==> src/rtl/des_region_scheduler_pkg.sv <==
// Shared types and widths for the region scheduler and its lanes.
package des_region_scheduler_pkg;

  localparam int unsigned COUNTER_W = 48;
  localparam int unsigned REGION_W  = 16;
  localparam int unsigned COUNT_W   = 17;
  localparam int unsigned TOTAL_W   = 64;

  typedef enum logic [1:0] {
    LaneIdle,
    LaneRun,
    LaneHold,
    LaneGap
  } lane_state_e;

  typedef enum logic [1:0] {
    TopIdle,
    TopRun,
    TopDrain
  } top_state_e;

  // Zero-extend a lane counter into the accumulator width.
  function automatic logic [TOTAL_W-1:0] widen_counter(input logic [COUNTER_W-1:0] c);
    return {{(TOTAL_W - COUNTER_W){1'b0}}, c};
  endfunction

endpackage

==> src/rtl/des_region_scheduler_if.sv <==
// Scheduler <-> des_block array bus: per-lane start/region out, counter/valid back.
interface des_region_scheduler_if
  import des_region_scheduler_pkg::*;
#(
  parameter int unsigned NUM_BLOCKS = 4
) ();

  logic [NUM_BLOCKS-1:0]           blk_start;
  logic [REGION_W*NUM_BLOCKS-1:0]  blk_region;
  logic [COUNTER_W*NUM_BLOCKS-1:0] blk_counter;
  logic [NUM_BLOCKS-1:0]           blk_valid;

  modport master (
    output blk_start,
    output blk_region,
    input  blk_counter,
    input  blk_valid
  );

  modport slave (
    input  blk_start,
    input  blk_region,
    output blk_counter,
    output blk_valid
  );

endinterface

==> src/rtl/des_region_scheduler_lane.sv <==
// One des_block lane: IDLE -> RUN -> HOLD -> GAP -> IDLE, with counter capture.
module des_region_scheduler_lane
  import des_region_scheduler_pkg::*;
#(
  parameter int unsigned GAP_CYCLES = 2
) (
  input  logic                 clk,
  input  logic                 rst,
  input  logic                 issue,
  input  logic                 kill,
  input  logic                 grant,
  input  logic [REGION_W-1:0]  region_in,
  input  logic                 valid,
  input  logic [COUNTER_W-1:0] counter,
  output lane_state_e          state,
  output logic                 blk_start,
  output logic [REGION_W-1:0]  blk_region,
  output logic [COUNTER_W-1:0] captured
);

  localparam int unsigned GapW = (GAP_CYCLES > 1) ? $clog2(GAP_CYCLES) : 1;
  localparam logic [GapW-1:0] GapLoad = GapW'(GAP_CYCLES - 1);

  lane_state_e          state_q, state_d;
  logic [GapW-1:0]      gap_q, gap_d;
  logic [REGION_W-1:0]  region_q, region_d;
  logic [COUNTER_W-1:0] cap_q, cap_d;

  // State and datapath registers.
  always_ff @(posedge clk) begin
    if (rst) begin
      state_q  <= LaneIdle;
      gap_q    <= '0;
      region_q <= '0;
      cap_q    <= '0;
    end else begin
      state_q  <= state_d;
      gap_q    <= gap_d;
      region_q <= region_d;
      cap_q    <= cap_d;
    end
  end

  // Next-state: abort beats a same-cycle valid, so a killed run never accumulates.
  always_comb begin
    state_d  = state_q;
    gap_d    = gap_q;
    region_d = region_q;
    cap_d    = cap_q;
    unique case (state_q)
      LaneIdle: begin
        if (issue) begin
          state_d  = LaneRun;
          region_d = region_in;
        end
      end
      LaneRun: begin
        if (kill) begin
          state_d = LaneGap;
          gap_d   = GapLoad;
        end else if (valid) begin
          state_d = LaneHold;
          cap_d   = counter;
        end
      end
      LaneHold: begin
        if (grant) begin
          state_d = LaneGap;
          gap_d   = GapLoad;
        end
      end
      LaneGap: begin
        if (gap_q == '0) begin
          state_d = LaneIdle;
        end else begin
          gap_d = gap_q - GapW'(1);
        end
      end
      default: state_d = LaneIdle;
    endcase
  end

  // Outputs: start stays high through HOLD so des_block keeps its counter stable.
  always_comb begin
    state      = state_q;
    blk_start  = (state_q == LaneRun) || (state_q == LaneHold);
    blk_region = region_q;
    captured   = cap_q;
  end

endmodule

==> src/rtl/des_region_scheduler.sv <==
// Hands regions to des_block lanes, collects their counters and sums them.
module des_region_scheduler
  import des_region_scheduler_pkg::*;
#(
  parameter int unsigned NUM_BLOCKS = 4,
  parameter int unsigned GAP_CYCLES = 2
) (
  input  logic                   clk,
  input  logic                   rst,
  input  logic                   start,
  input  logic                   abort,
  input  logic [REGION_W-1:0]    region_first,
  input  logic [COUNT_W-1:0]     region_count,
  des_region_scheduler_if.master blk,
  output logic [TOTAL_W-1:0]     total,
  output logic [COUNT_W-1:0]     regions_done,
  output logic                   busy,
  output logic                   done
);

  top_state_e           top_q, top_d;
  logic [REGION_W-1:0]  next_region_q, next_region_d;
  logic [COUNT_W-1:0]   remaining_q, remaining_d;
  logic [TOTAL_W-1:0]   total_q, total_d;
  logic [COUNT_W-1:0]   regions_done_q, regions_done_d;
  logic                 done_q, done_d;

  lane_state_e          lane_state [NUM_BLOCKS];
  logic [COUNTER_W-1:0] lane_cap [NUM_BLOCKS];
  logic [REGION_W-1:0]  lane_region [NUM_BLOCKS];
  logic [NUM_BLOCKS-1:0] lane_start;
  logic [NUM_BLOCKS-1:0] lane_idle;
  logic [NUM_BLOCKS-1:0] issue_vec;
  logic [NUM_BLOCKS-1:0] grant_vec;
  logic                 issue_en;
  logic                 issue_any;
  logic                 grant_any;
  logic [COUNTER_W-1:0] acc_value;
  logic                 all_idle;
  logic                 accept;

  for (genvar i = 0; i < NUM_BLOCKS; i++) begin : g_lane
    des_region_scheduler_lane #(
      .GAP_CYCLES(GAP_CYCLES)
    ) u_lane (
      .clk       (clk),
      .rst       (rst),
      .issue     (issue_vec[i]),
      .kill      (abort),
      .grant     (grant_vec[i]),
      .region_in (next_region_q),
      .valid     (blk.blk_valid[i]),
      .counter   (blk.blk_counter[COUNTER_W*i +: COUNTER_W]),
      .state     (lane_state[i]),
      .blk_start (lane_start[i]),
      .blk_region(lane_region[i]),
      .captured  (lane_cap[i])
    );
  end

  // Fixed-priority issue and accumulate arbiters; lowest lane index wins both.
  always_comb begin
    issue_vec = '0;
    grant_vec = '0;
    issue_any = 1'b0;
    grant_any = 1'b0;
    acc_value = '0;
    lane_idle = '0;
    issue_en  = (top_q == TopRun) && (remaining_q != '0) && !abort;
    for (int i = 0; i < NUM_BLOCKS; i++) begin
      lane_idle[i] = (lane_state[i] == LaneIdle);
      if (issue_en && lane_idle[i] && !issue_any) begin
        issue_vec[i] = 1'b1;
        issue_any    = 1'b1;
      end
      if ((lane_state[i] == LaneHold) && !grant_any) begin
        grant_vec[i] = 1'b1;
        grant_any    = 1'b1;
        acc_value    = lane_cap[i];
      end
    end
    all_idle = &lane_idle;
  end

  // Top state and bookkeeping registers.
  always_ff @(posedge clk) begin
    if (rst) begin
      top_q          <= TopIdle;
      next_region_q  <= '0;
      remaining_q    <= '0;
      total_q        <= '0;
      regions_done_q <= '0;
      done_q         <= 1'b0;
    end else begin
      top_q          <= top_d;
      next_region_q  <= next_region_d;
      remaining_q    <= remaining_d;
      total_q        <= total_d;
      regions_done_q <= regions_done_d;
      done_q         <= done_d;
    end
  end

  // Top next-state; an empty job goes straight to DRAIN so busy lasts a single cycle.
  always_comb begin
    accept = (top_q == TopIdle) && start;
    top_d  = top_q;
    unique case (top_q)
      TopIdle: begin
        if (start) top_d = (region_count == '0) ? TopDrain : TopRun;
      end
      TopRun: begin
        if (abort || (remaining_q == '0)) top_d = TopDrain;
      end
      TopDrain: begin
        if (all_idle) top_d = TopIdle;
      end
      default: top_d = TopIdle;
    endcase
  end

  // Issue pointer, remaining count and accumulator updates.
  always_comb begin
    next_region_d  = next_region_q;
    remaining_d    = remaining_q;
    total_d        = total_q;
    regions_done_d = regions_done_q;
    if (accept) begin
      next_region_d  = region_first;
      remaining_d    = region_count;
      total_d        = '0;
      regions_done_d = '0;
    end else begin
      if (issue_any) begin
        next_region_d = next_region_q + 16'd1;
        remaining_d   = remaining_q - 17'd1;
      end
      if (grant_any) begin
        total_d        = total_q + widen_counter(acc_value);
        regions_done_d = regions_done_q + 17'd1;
      end
    end
    done_d = (top_q == TopDrain) && (top_d == TopIdle);
  end

  // Outputs and lane bus packing.
  always_comb begin
    busy           = (top_q != TopIdle);
    done           = done_q;
    total          = total_q;
    regions_done   = regions_done_q;
    blk.blk_start  = lane_start;
    blk.blk_region = '0;
    for (int i = 0; i < NUM_BLOCKS; i++) begin
      blk.blk_region[REGION_W*i +: REGION_W] = lane_region[i];
    end
  end

  // Each arbiter picks at most one lane, and issue and grant never share a lane.
  a_arb_onehot: assert property (@(posedge clk) disable iff (rst)
    $onehot0(issue_vec) && $onehot0(grant_vec) && ((issue_vec & grant_vec) == '0));

endmodule

==> src/flat_wrapper.sv <==
// flat-port wrapper written by rule: the top's interface ports become plain ports
module des_region_scheduler_flat import des_region_scheduler_pkg::*;
#(
  parameter int unsigned NUM_BLOCKS = 4,
  parameter int unsigned GAP_CYCLES = 2
)
  (clk, rst, start, abort, region_first, region_count, total, regions_done, busy, done, blk_blk_start, blk_blk_region, blk_blk_counter, blk_blk_valid);
  des_region_scheduler_if #(.NUM_BLOCKS(NUM_BLOCKS)) blk_i ();
  input  logic clk;
  input  logic rst;
  input  logic start;
  input  logic abort;
  input  logic [REGION_W-1:0] region_first;
  input  logic [COUNT_W-1:0] region_count;
  output logic [TOTAL_W-1:0] total;
  output logic [COUNT_W-1:0] regions_done;
  output logic busy;
  output logic done;
  output wire logic [$bits(blk_i.blk_start)-1:0] blk_blk_start;
  output wire logic [$bits(blk_i.blk_region)-1:0] blk_blk_region;
  input wire logic [$bits(blk_i.blk_counter)-1:0] blk_blk_counter;
  input wire logic [$bits(blk_i.blk_valid)-1:0] blk_blk_valid;
  assign blk_blk_start = blk_i.blk_start;
  assign blk_blk_region = blk_i.blk_region;
  assign blk_i.blk_counter = blk_blk_counter;
  assign blk_i.blk_valid = blk_blk_valid;
  des_region_scheduler #(.NUM_BLOCKS(NUM_BLOCKS), .GAP_CYCLES(GAP_CYCLES)) u_core (.clk(clk), .rst(rst), .start(start), .abort(abort), .region_first(region_first), .region_count(region_count), .blk(blk_i), .total(total), .regions_done(regions_done), .busy(busy), .done(done));
endmodule
==> config.mk <==
export PLATFORM = sky130hd
export DESIGN_NAME = des_region_scheduler_flat
export DESIGN_NICKNAME = d
export VERILOG_FILES = /design/src/rtl/des_region_scheduler_pkg.sv /design/src/rtl/des_region_scheduler_if.sv /design/src/rtl/des_region_scheduler_lane.sv /design/src/rtl/des_region_scheduler.sv /design/src/flat_wrapper.sv
export SDC_FILE = /design/constraint.sdc
export NUM_CORES = 1
export LEC_CHECK = 0
export CORE_UTILIZATION = 50
export CTS_CLUSTER_SIZE = 16
export DETAILED_ROUTE_END_ITERATION = 12
export PLACE_DENSITY_LB_ADDON = 0.3
export REMOVE_ABC_BUFFERS = 1
export SYNTH_ARGS = -nofsm -noshare
export SYNTH_HDL_FRONTEND = slang
export SYNTH_SLANG_ARGS = --single-unit
==> constraint.sdc <==
create_clock -name clk -period 5.8 [get_ports clk]
set_clock_uncertainty 0.1 [all_clocks]
set_input_delay 0.87 -clock clk [delete_from_list [all_inputs] [get_ports clk]]
set_output_delay 0.87 -clock clk [all_outputs]
set_load 0.01 [all_outputs]
==> results of run 1 <==
==> worst max-delay path, delay by kind of cell, from the launching register on <==
family / cells / cell delay (ps)
compound gates: 9 / 2540
fa+ha+maj: 2 / 700
buf+inv: 2 / 490
flops: 1 / 400
simple gates: 3 / 860
==> sequential cells by signal (all words and copies together), names as in the netlist <==
register                         count
u_core.next_region_q                16
u_core.remaining_q                  17
u_core.g_lane.u_lane.state           8
u_core.done                          1
u_core.regions_done                 17
u_core.total                        64
u_core.g_lane.u_lane.blk_region     64
u_core.g_lane.u_lane.gap_q           4
u_core.g_lane.u_lane.captured      192
u_core.top_q                         2
==> area by class of cell <==
type                            count  area, um2  area share
Tap cell                          511        639      0.0260
Clock buffer                       62       1300      0.0529
Timing Repair Buffer              409       4050       0.165
Antenna cell                        4       10.0    0.000408
Inverter                           37        139     0.00566
Clock inverter                     14        154     0.00627
Sequential cell                   385       7710       0.314
Multi-Input combinational cell   1930      10600       0.430
==> cells by family after synthesis <==
group	count (synthesis)	synth area share
AOI/OAI and AO/OA	676	0.205
buffers and inverters	218	0.0470
and+or+nand+nor	1066	0.239
muxes	51	0.0268
adders and majority gates	75	0.0495
xor gates and xnor gates	62	0.0284
DFF	385	0.403
==> metal layers <==
layer / global-route usage / vias up
met5: 0 / -
met4: 0.161 / 4
met3: 0.0746 / 155
met2: 0.569 / 858
met1: 0.390 / 9065
li1: - / 9253
==> where the power goes <==
group | leakage [nW] | switching [W] | internal, W
Clock | 0.719 | 0.00114 | 0.00169
Combinational | 5.18 | 0.000468 | 0.000322
Sequential | 3.11 | 0.0000744 | 0.00272
Total | 9.01 | 0.00168 | 0.00473
==> per-stage QoR <==
step | power (W) | utilization | TNS [ps]
floorplan | 0.00319 | - | -171230
global placement | 0.00361 | 0.613 | 0
detailed placement | 0.00363 | 0.613 | 0
CTS | 0.00643 | 0.652 | 0
global route | 0.00660 | 0.652 | 0
finish | 0.00641 | 0.652 | 0
==> worst paths after layout <==
kind                                             from                                  end  slack (ps)  cells past startpoint
setup / recovery     u_core.g_lane[1].u_lane.state[0]                     u_core.total[56]         590                     16
hold / removal    u_core.g_lane[1].u_lane.captured[9]  u_core.g_lane[1].u_lane.captured[9]         350                      2
setup reg to reg     u_core.g_lane[1].u_lane.state[0]                     u_core.total[56]         590                     16
hold reg to reg   u_core.g_lane[1].u_lane.captured[9]  u_core.g_lane[1].u_lane.captured[9]         350                      2
==> cells in the final DEF, fill, tap and decap left out, types with 7 or more instances in the layout <==
master	instances
o21a_1	10
buf_4	25
nor4_1	13
o21bai_1	11
clkbuf_8	11
nand4_1	24
a21o_1	18
and2_1	10
o31ai_1	7
clkbuf_16	45
mux2i_1	50
clkdlybuf4s50_1	382
nor2b_1	9
or3_1	17
a31oi_1	8
xnor2_1	28
dfxtp_1	385
nor3b_1	11
clkinv_2	8
nor3_1	22
a221oi_1	17
ha_1	73
a21oi_1	422
o21ai_1	13
and3_1	18
o21ai_0	98
nand3_1	96
inv_1	37
nor2_1	172
nand2_1	631
a221o_1	8
xor2_1	34
a211oi_1	18
==> flow_summary_export.csv, run 1 <==
group,metric,value,unit
route,wl_met3,5810,um
setup_path,path_class,"register to register",
clock_network,cts-root-buf,"clkbuf_16",
synth,async_reset_ff_frac,0,
synth,synth_top_cell_area_share,0.403,
die,num_io_pins,384,
timing,finalCritPeriodShare,0.898,
setup_path,critical_path.slowest_cell,"o211ai_2",
die,initial_core_util,0.507,
timing,relSlewSlack,0.196,
timing,drv_slew,0,
route,routed.top_layer,"met5",
route,via_count,19300,
clock_network,cts.path.max_buffers,3,
global_routing,antenna_found_initial,6,
timing,finalHoldViolCount,0,
route,wl_met2,31400,um
setup_path,worstPathArrival,5570,ps
synth,synth_cells,2533,
setup_path,cpPeakStageDelay,550,ps
placed_design,dpl.hpwl,46700,um
clock_network,cts_setup_buffers,0,
synth,syn_avg_cell_area,7.54,um2
clock_network,clk-insertion-delay-late,570,ps
clock_network,numCtsBuffers,43,
synth,synth_edf_count,0,
layout,finalNonFillerCells,3352,
placed_design,numPortBuffers,383,
synth,netlist_area,19100,um2
clock_network,htree_levels,2,
setup_path,cp.required,6160,ps
global_routing,grt_pass1_vias,18800,
route,vias_per_cell,5.77,
clock_network,hold_buffers,0,
synth,synth_area_leader_cell,"dfxtp_1",
synth,ys_types,80,
power,powerDensity,261,nW/um2
clock_network,clkTransAtPathRegs,60,ps
route,drt_first_pass_iters,5,
route,routed_wl,66000,um
route,wl_per_cell,19.7,um
synth,yosys.cell_count.top_type,"nand2_1",
global_routing,grt_pass1_wl,102000,um
setup_path,end_kind,"register",
synth,ys_top_cells_by_count,"635 x nand2_1, 422 x a21oi_1, 385 x dfxtp_1",
placed_design,post-place-ws,694,ps
clock_network,cts_tree,"built",
hold_path,hp-class,"register to register",
synth,synth_top_cells_by_area,"dfxtp_1 40%, nand2_1 12%, a21oi_1 11%",
route,drc,0,
global_routing,grt_max_degree,117,
layout,fillers,3294,
flow_run,maxCapViolCount,0,
layout,area_delta_synth_final,28.5,%
die,dieWidth,197,um
placed_design,place_area,23100,um2
timing,fin_crit,5210,ps
timing,worst_pin_slew,1200,ps
setup_path,crit_path_max_fanout,45,
timing,whs,354,ps
die,die_area,39000,um2
outcome,run_status,"complete, no violations",
die,coreArea,37700,um2
die,core.rowCount,71,
timing,finalWorstSetupSlack,590,ps
layout,drive_gt1_frac,0.0493,
timing,fmax,192,MHz
route,wl_met1,25700,um
placed_design,dpl.cell_count,3272,
synth,synth_ff_type,"dfxtp_1",
timing,rsz0062_at_grt,"false",
route,drtIter0Drc,1411,
setup_path,cp_common_cell,"ha_1",
global_routing,grt_usage,0.332,
route,ant_nets,0,
clock_network,cts_resized,0,
timing,final-setup-viol-count,0,
setup_path,critPathLaunchType,"register",
power,leakagePower,9.01,nW
layout,fin_nets,3114,
clock_network,clkSinkCount,385,
synth,ys_ff_latch,385,
layout,final_cell_area,24600,um2
die,dieHeight,197,um
global_routing,globalRouteOverflowTotal,0,
power,vdd_drop_max,0.000256,V
synth,ys_seq_area_frac,0.403,
placed_design,place_congestion,0.942,
synth,yosysWarnings,0,
setup_path,critical_path.cell_chain,"inv_1 > ha_1 > or3_1 > nor2_4 > buf_4 > o21ai_0 > ha_1 > o21a_1 > o311ai_1 > a211oi_2 > nor3_2 > o31ai_2 > a31oi_2 > o211ai_2 > a31oi_1 > a41o_1",
Note: power is estimated with default switching activity, not from simulation.
==> run 2: changes to the inputs <==
Settings changed: ABC_CLOCK_PERIOD_IN_PS from default to 5800, DONT_BUFFER_PORTS from default to 1.
==> flow_summary_export.csv, run 2 (synthesis gave the netlist of run 1 again) <==
group,metric,value,unit
timing,rsz0062_at_grt,"false",
route,vias_per_cell,5.90,
clock_network,clkSinkCount,385,
timing,fin_crit,5380,ps
power,leakagePower,7.57,nW
timing,finalHoldViolCount,0,
route,wl_per_cell,20.6,um
setup_path,cp.required,6160,ps
die,initial_core_util,0.507,
route,routed_wl,61200,um
clock_network,cts_tree,"built",
timing,drv_slew,0,
clock_network,hold_buffers,0,
global_routing,grt_pass1_vias,16900,
clock_network,clk-insertion-delay-late,570,ps
die,core.rowCount,71,
setup_path,critPathLaunchType,"register",
global_routing,antenna_found_initial,9,
route,routed.top_layer,"met5",
outcome,run_status,"complete, no violations",
layout,final_common_cell,"nand2_1",
timing,relSlewSlack,0.239,
die,dieHeight,197,um
clock_network,cts-root-buf,"clkbuf_16",
global_routing,grt_max_degree,310,
timing,tns,0,ps
placed_design,numPortBuffers,0,
layout,layout_common_cells,"631 x nand2_1, 422 x a21oi_1, 385 x dfxtp_1, 172 x nor2_1, 98 x o21ai_0",
layout,fin_nets,2733,
route,ant_nets,0,
layout,finalNonFillerCells,2974,
die,dieWidth,197,um
placed_design,place_congestion,0.960,
clock_network,cts_resized,0,
setup_path,crit_path_max_fanout,63,
setup_path,reg2reg_slack,420,ps
clock_network,cts_setup_buffers,0,
clock_network,clkTransAtPathRegs,60,ps
route,wl_met2,29500,um
layout,largest_reg_flops,192,
timing,finalWorstSetupSlack,417,ps
placed_design,dpl.hpwl,43900,um
layout,post-route-util,0.549,
timing,final-setup-viol-count,0,
route,via_count,17500,
hold_path,hp-class,"input pin to register",
clock_network,cts.path.max_buffers,3,
placed_design,post-place-ws,513,ps
timing,finalCritPeriodShare,0.928,
setup_path,end_kind,"register",
setup_path,worstPathArrival,5740,ps
route,wl_met3,6090,um
die,die_area,39000,um2
clock_network,htree_levels,2,
global_routing,grt_usage,0.306,
power,vdd_drop_max,0.000234,V
clock_network,numCtsBuffers,42,
route,wl_met1,23200,um
route,drtIter0Drc,1012,
timing,worst_pin_slew,1140,ps
die,num_io_pins,384,
global_routing,grt_pass1_wl,93300,um
flow_run,maxCapViolCount,0,
setup_path,path_class,"register to register",
layout,area_delta_synth_final,8.24,%
timing,fmax,186,MHz
global_routing,globalRouteOverflowTotal,0,
power,powerDensity,293,nW/um2
die,coreArea,37700,um2
layout,drive_gt1_frac,0.0566,
route,drt_first_pass_iters,5,
placed_design,dpl.cell_count,2892,
power,p_total,0.00605,W
route,drc,0,
run 2: cell count changes in the layout (fill, tap and decap cells not counted):
cell / change
clkdlybuf4s50_1: -382
buf_4: +3
clkbuf_1: +3
clkbuf_16: -3
clkbuf_8: -2
diode_2: +2
inv_6: +2
buf_8: -1
clkinv_8: +1
clkinvlp_4: -1
run 2: per-stage QoR:
step,instance area [um2],hold WS [ps]
finish,20700,293
global route,20700,274
CTS,20700,261
detailed placement,19300,346
global placement,19300,342
floorplan,18300,331
run 2: critical path, stage by stage, from the launching register on:
cell and delay [ps]:
dfxtp_1 390, inv_1 100, ha_1 300, or3_1 510, nor2_4 320, buf_4 560
o21ai_0 220, ha_1 440, nand4_1 200, nor3b_1 250, or4_1 180, nor3_2 50
o31ai_2 460, a31oi_2 200, o211ai_2 530, a31oi_1 160, a41o_1 240
run 2: final timing paths:
path / cells past startpoint / to / startpoint
worst max-delay path: 16 / u_core.total[56] / u_core.g_lane[1].u_lane.state[0]
worst min-delay path: 1 / u_core.top_q[1] / rst
worst max register to register: 16 / u_core.total[56] / u_core.g_lane[1].u_lane.state[0]
worst min register to register: 2 / u_core.g_lane[2].u_lane.captured[34] / u_core.g_lane[2].u_lane.captured[34]
run 2: metal layers:
layer	vias up	global-route usage
met5	-	0
li1	8503	-
met2	619	0.532
met3	128	0.107
met1	8293	0.335
met4	6	0.136
run 2: layout make-up:
cell class	count	area (um2)
flip-flops and latches	385	7710
fillers	3628	17000
clock inverters	16	180
multi-input cells	1930	10600
clock buffers	60	1210
diodes	6	15.0
well taps	511	639
repair buffers	29	230
inverters	37	139
run 2: power by group:
part / switching (W) / internal, W / total (W) / leakage [nW]
logic: 0.000379 / 0.000164 / 0.000542 / 3.78
clock network: 0.00112 / 0.00159 / 0.00271 / 0.687
registers: 0.0000788 / 0.00272 / 0.00280 / 3.11
total: 0.00158 / 0.00448 / 0.00605 / 7.57
==> run 3: changes to the inputs <==
Settings changed: ABC_AREA from default to 0, CORE_UTILIZATION 50 to 64, REMOVE_ABC_BUFFERS 1 to default.
==> flow_summary_export.csv, run 3 (synthesis gave the netlist of run 1 again) <==
group,metric,value,unit
outcome,run_status,"complete, no violations",
setup_path,critPathLaunchType,"register",
setup_path,worstReg2RegEnd,"u_core.total[54]",
route,via_count,18000,
die,die_area,30500,um2
setup_path,cpPeakStageDelay,530,ps
hold_path,hp-class,"input pin to register",
layout,fillers,2363,
global_routing,grt_usage,0.385,
setup_path,critical_path.cell_chain,"inv_1 > ha_1 > nor3b_2 > buf_4 > a21oi_1 > a21oi_1 > o21ai_0 > ha_1 > o21a_1 > o21ai_0 > a211oi_2 > nor3_2 > o31ai_2 > buf_4 > a31oi_2 > o211ai_2 > a31oi_1 > a41o_1",
setup_path,cp_top_family,"compound AO/OA/AOI/OAI gates",
layout,area_delta_synth_final,7.11,%
setup_path,cp.required,6150,ps
timing,fmax,186,MHz
layout,final_common_cell,"nand2_1",
layout,regArea,7710,um2
die,coreArea,29000,um2
timing,rsz0062_at_grt,"false",
global_routing,grt_max_degree,310,
synth,synth_nets,2841,
setup_path,worstReg2RegStart,"u_core.g_lane[1].u_lane.state[0]",
global_routing,globalRouteOverflowTotal,0,
layout,drive_gt1_frac,0.0527,
clock_network,clkSinkCount,385,
die,dieHeight,175,um
timing,finalWorstSetupSlack,428,ps
layout,fin_nets,2725,
route,vias_per_cell,6.35,
die,initial_core_util,0.658,
timing,relSlewSlack,0.125,
setup_path,critical_path_cell_count,18,
placed_design,post-place-ws,538,ps
clock_network,cts_setup_buffers,0,
layout,layout_common_cells,"635 x nand2_1, 422 x a21oi_1, 385 x dfxtp_1, 172 x nor2_1, 98 x o21ai_0",
route,drtIter0Drc,1837,
route,drt_first_pass_iters,6,
power,p_total,0.00604,W
setup_path,reg2reg_depth,18,
clock_network,clkTransAtPathRegs,60,ps
route,routed_wl,60700,um
placed_design,numPortBuffers,0,
setup_path,worstPathArrival,5720,ps
power,vdd_drop_max,0.000327,V
clock_network,hold_buffers,0,
setup_path,worstSetupEndpoint,"u_core.total[54]",
die,core.rowCount,62,
timing,tns,0,ps
placed_design,place_congestion,0.984,
setup_path,worst-path-buf-inv,3,
global_routing,grt_pass1_vias,16800,
setup_path,reg2reg_slack,430,ps
clock_network,clk-insertion-delay-late,560,ps
die,num_io_pins,384,
global_routing,antenna_found_initial,6,
placed_design,dpl.hpwl,44100,um
layout,post-route-util,0.705,
timing,final-setup-viol-count,0,
clock_network,numCtsBuffers,40,
clock_network,cts_resized,0,
clock_network,htree_levels,2,
route,wl_per_cell,21.4,um
route,ant_nets,0,
layout,multiInputGateArea,10500,um2
timing,finalHoldViolCount,0,
setup_path,critPathLaunch,"u_core.g_lane[1].u_lane.state[0]",
clock_network,cts_tree,"built",
route,drc,0,
setup_path,path_class,"register to register",
clock_network,cts.path.max_buffers,3,
setup_path,end_kind,"register",
timing,finalCritPeriodShare,0.926,
layout,largest_reg_flops,192,
timing,fin_crit,5370,ps
clock_network,cts-root-buf,"clkbuf_16",
setup_path,crit_path_max_fanout,43,
flow_run,maxCapViolCount,0,
power,powerDensity,295,nW/um2
timing,drv_slew,0,
timing,worst_pin_slew,1310,ps
setup_path,critical_path.slowest_cell,"o211ai_2",
power,leakagePower,7.53,nW
global_routing,grt_pass1_wl,92900,um
die,dieWidth,175,um
[run 3: power breakdown]
group / total (W) / switching (W) / internal (W)
combinational: 0.000536 / 0.000380 / 0.000156
sequential: 0.00280 / 0.0000825 / 0.00272
clock: 0.00270 / 0.00112 / 0.00158
[run 3: metal layers]
layer | part of all wire | track usage | up-vias
li1 | - | - | 8480
met1 | 0.41 | 0.504 | 8496
met2 | 0.45 | 0.601 | 899
met3 | 0.10 | 0.0938 | 140
met4 | 0.043 | 0.172 | 2
met5 | 0.00015 | 0 | -
[run 3: worst min path at each step]
stage                                              start                              endpoint  cells after the start
floorplan            u_core.g_lane[0].u_lane.captured[0]   u_core.g_lane[0].u_lane.captured[0]                      2
global placement    u_core.g_lane[2].u_lane.captured[34]  u_core.g_lane[2].u_lane.captured[34]                      2
detailed placement  u_core.g_lane[0].u_lane.captured[30]  u_core.g_lane[0].u_lane.captured[30]                      2
CTS                                                  rst   u_core.g_lane[1].u_lane.captured[1]                      1
global route                                         rst   u_core.g_lane[1].u_lane.captured[1]                      1
finish                                               rst   u_core.g_lane[1].u_lane.captured[1]                      1
[run 3: stage by stage]
step                area (um2)  cells  hold WS, ps
floorplan                19100   2533          337
global placement         19000   2759          339
detailed placement       19000   2759          343
CTS                      20400   2832          282
global route             20500   2836          274
finish                   20500   2837          286
[run 3: worst reg2reg max path: cells and delay by family, from the launching register on]
| family | cells | cell delay, ps |
|---|---|---|
| AOI/OAI and AO/OA | 11 | 2790 |
| buffers and inverters | 3 | 760 |
| adders and majority gates | 2 | 710 |
| and+or+nand+nor | 2 | 540 |
| DFF | 1 | 400 |
[run 3: area by class of cell]
class,count,share of cell area
inverters,37,0.00679
clock inverters,18,0.0124
well taps,384,0.0235
flip-flops and latches,385,0.377
clock buffers,55,0.0561
diodes,5,0.000611
repair buffers,23,0.00844
multi-input cells,1930,0.516
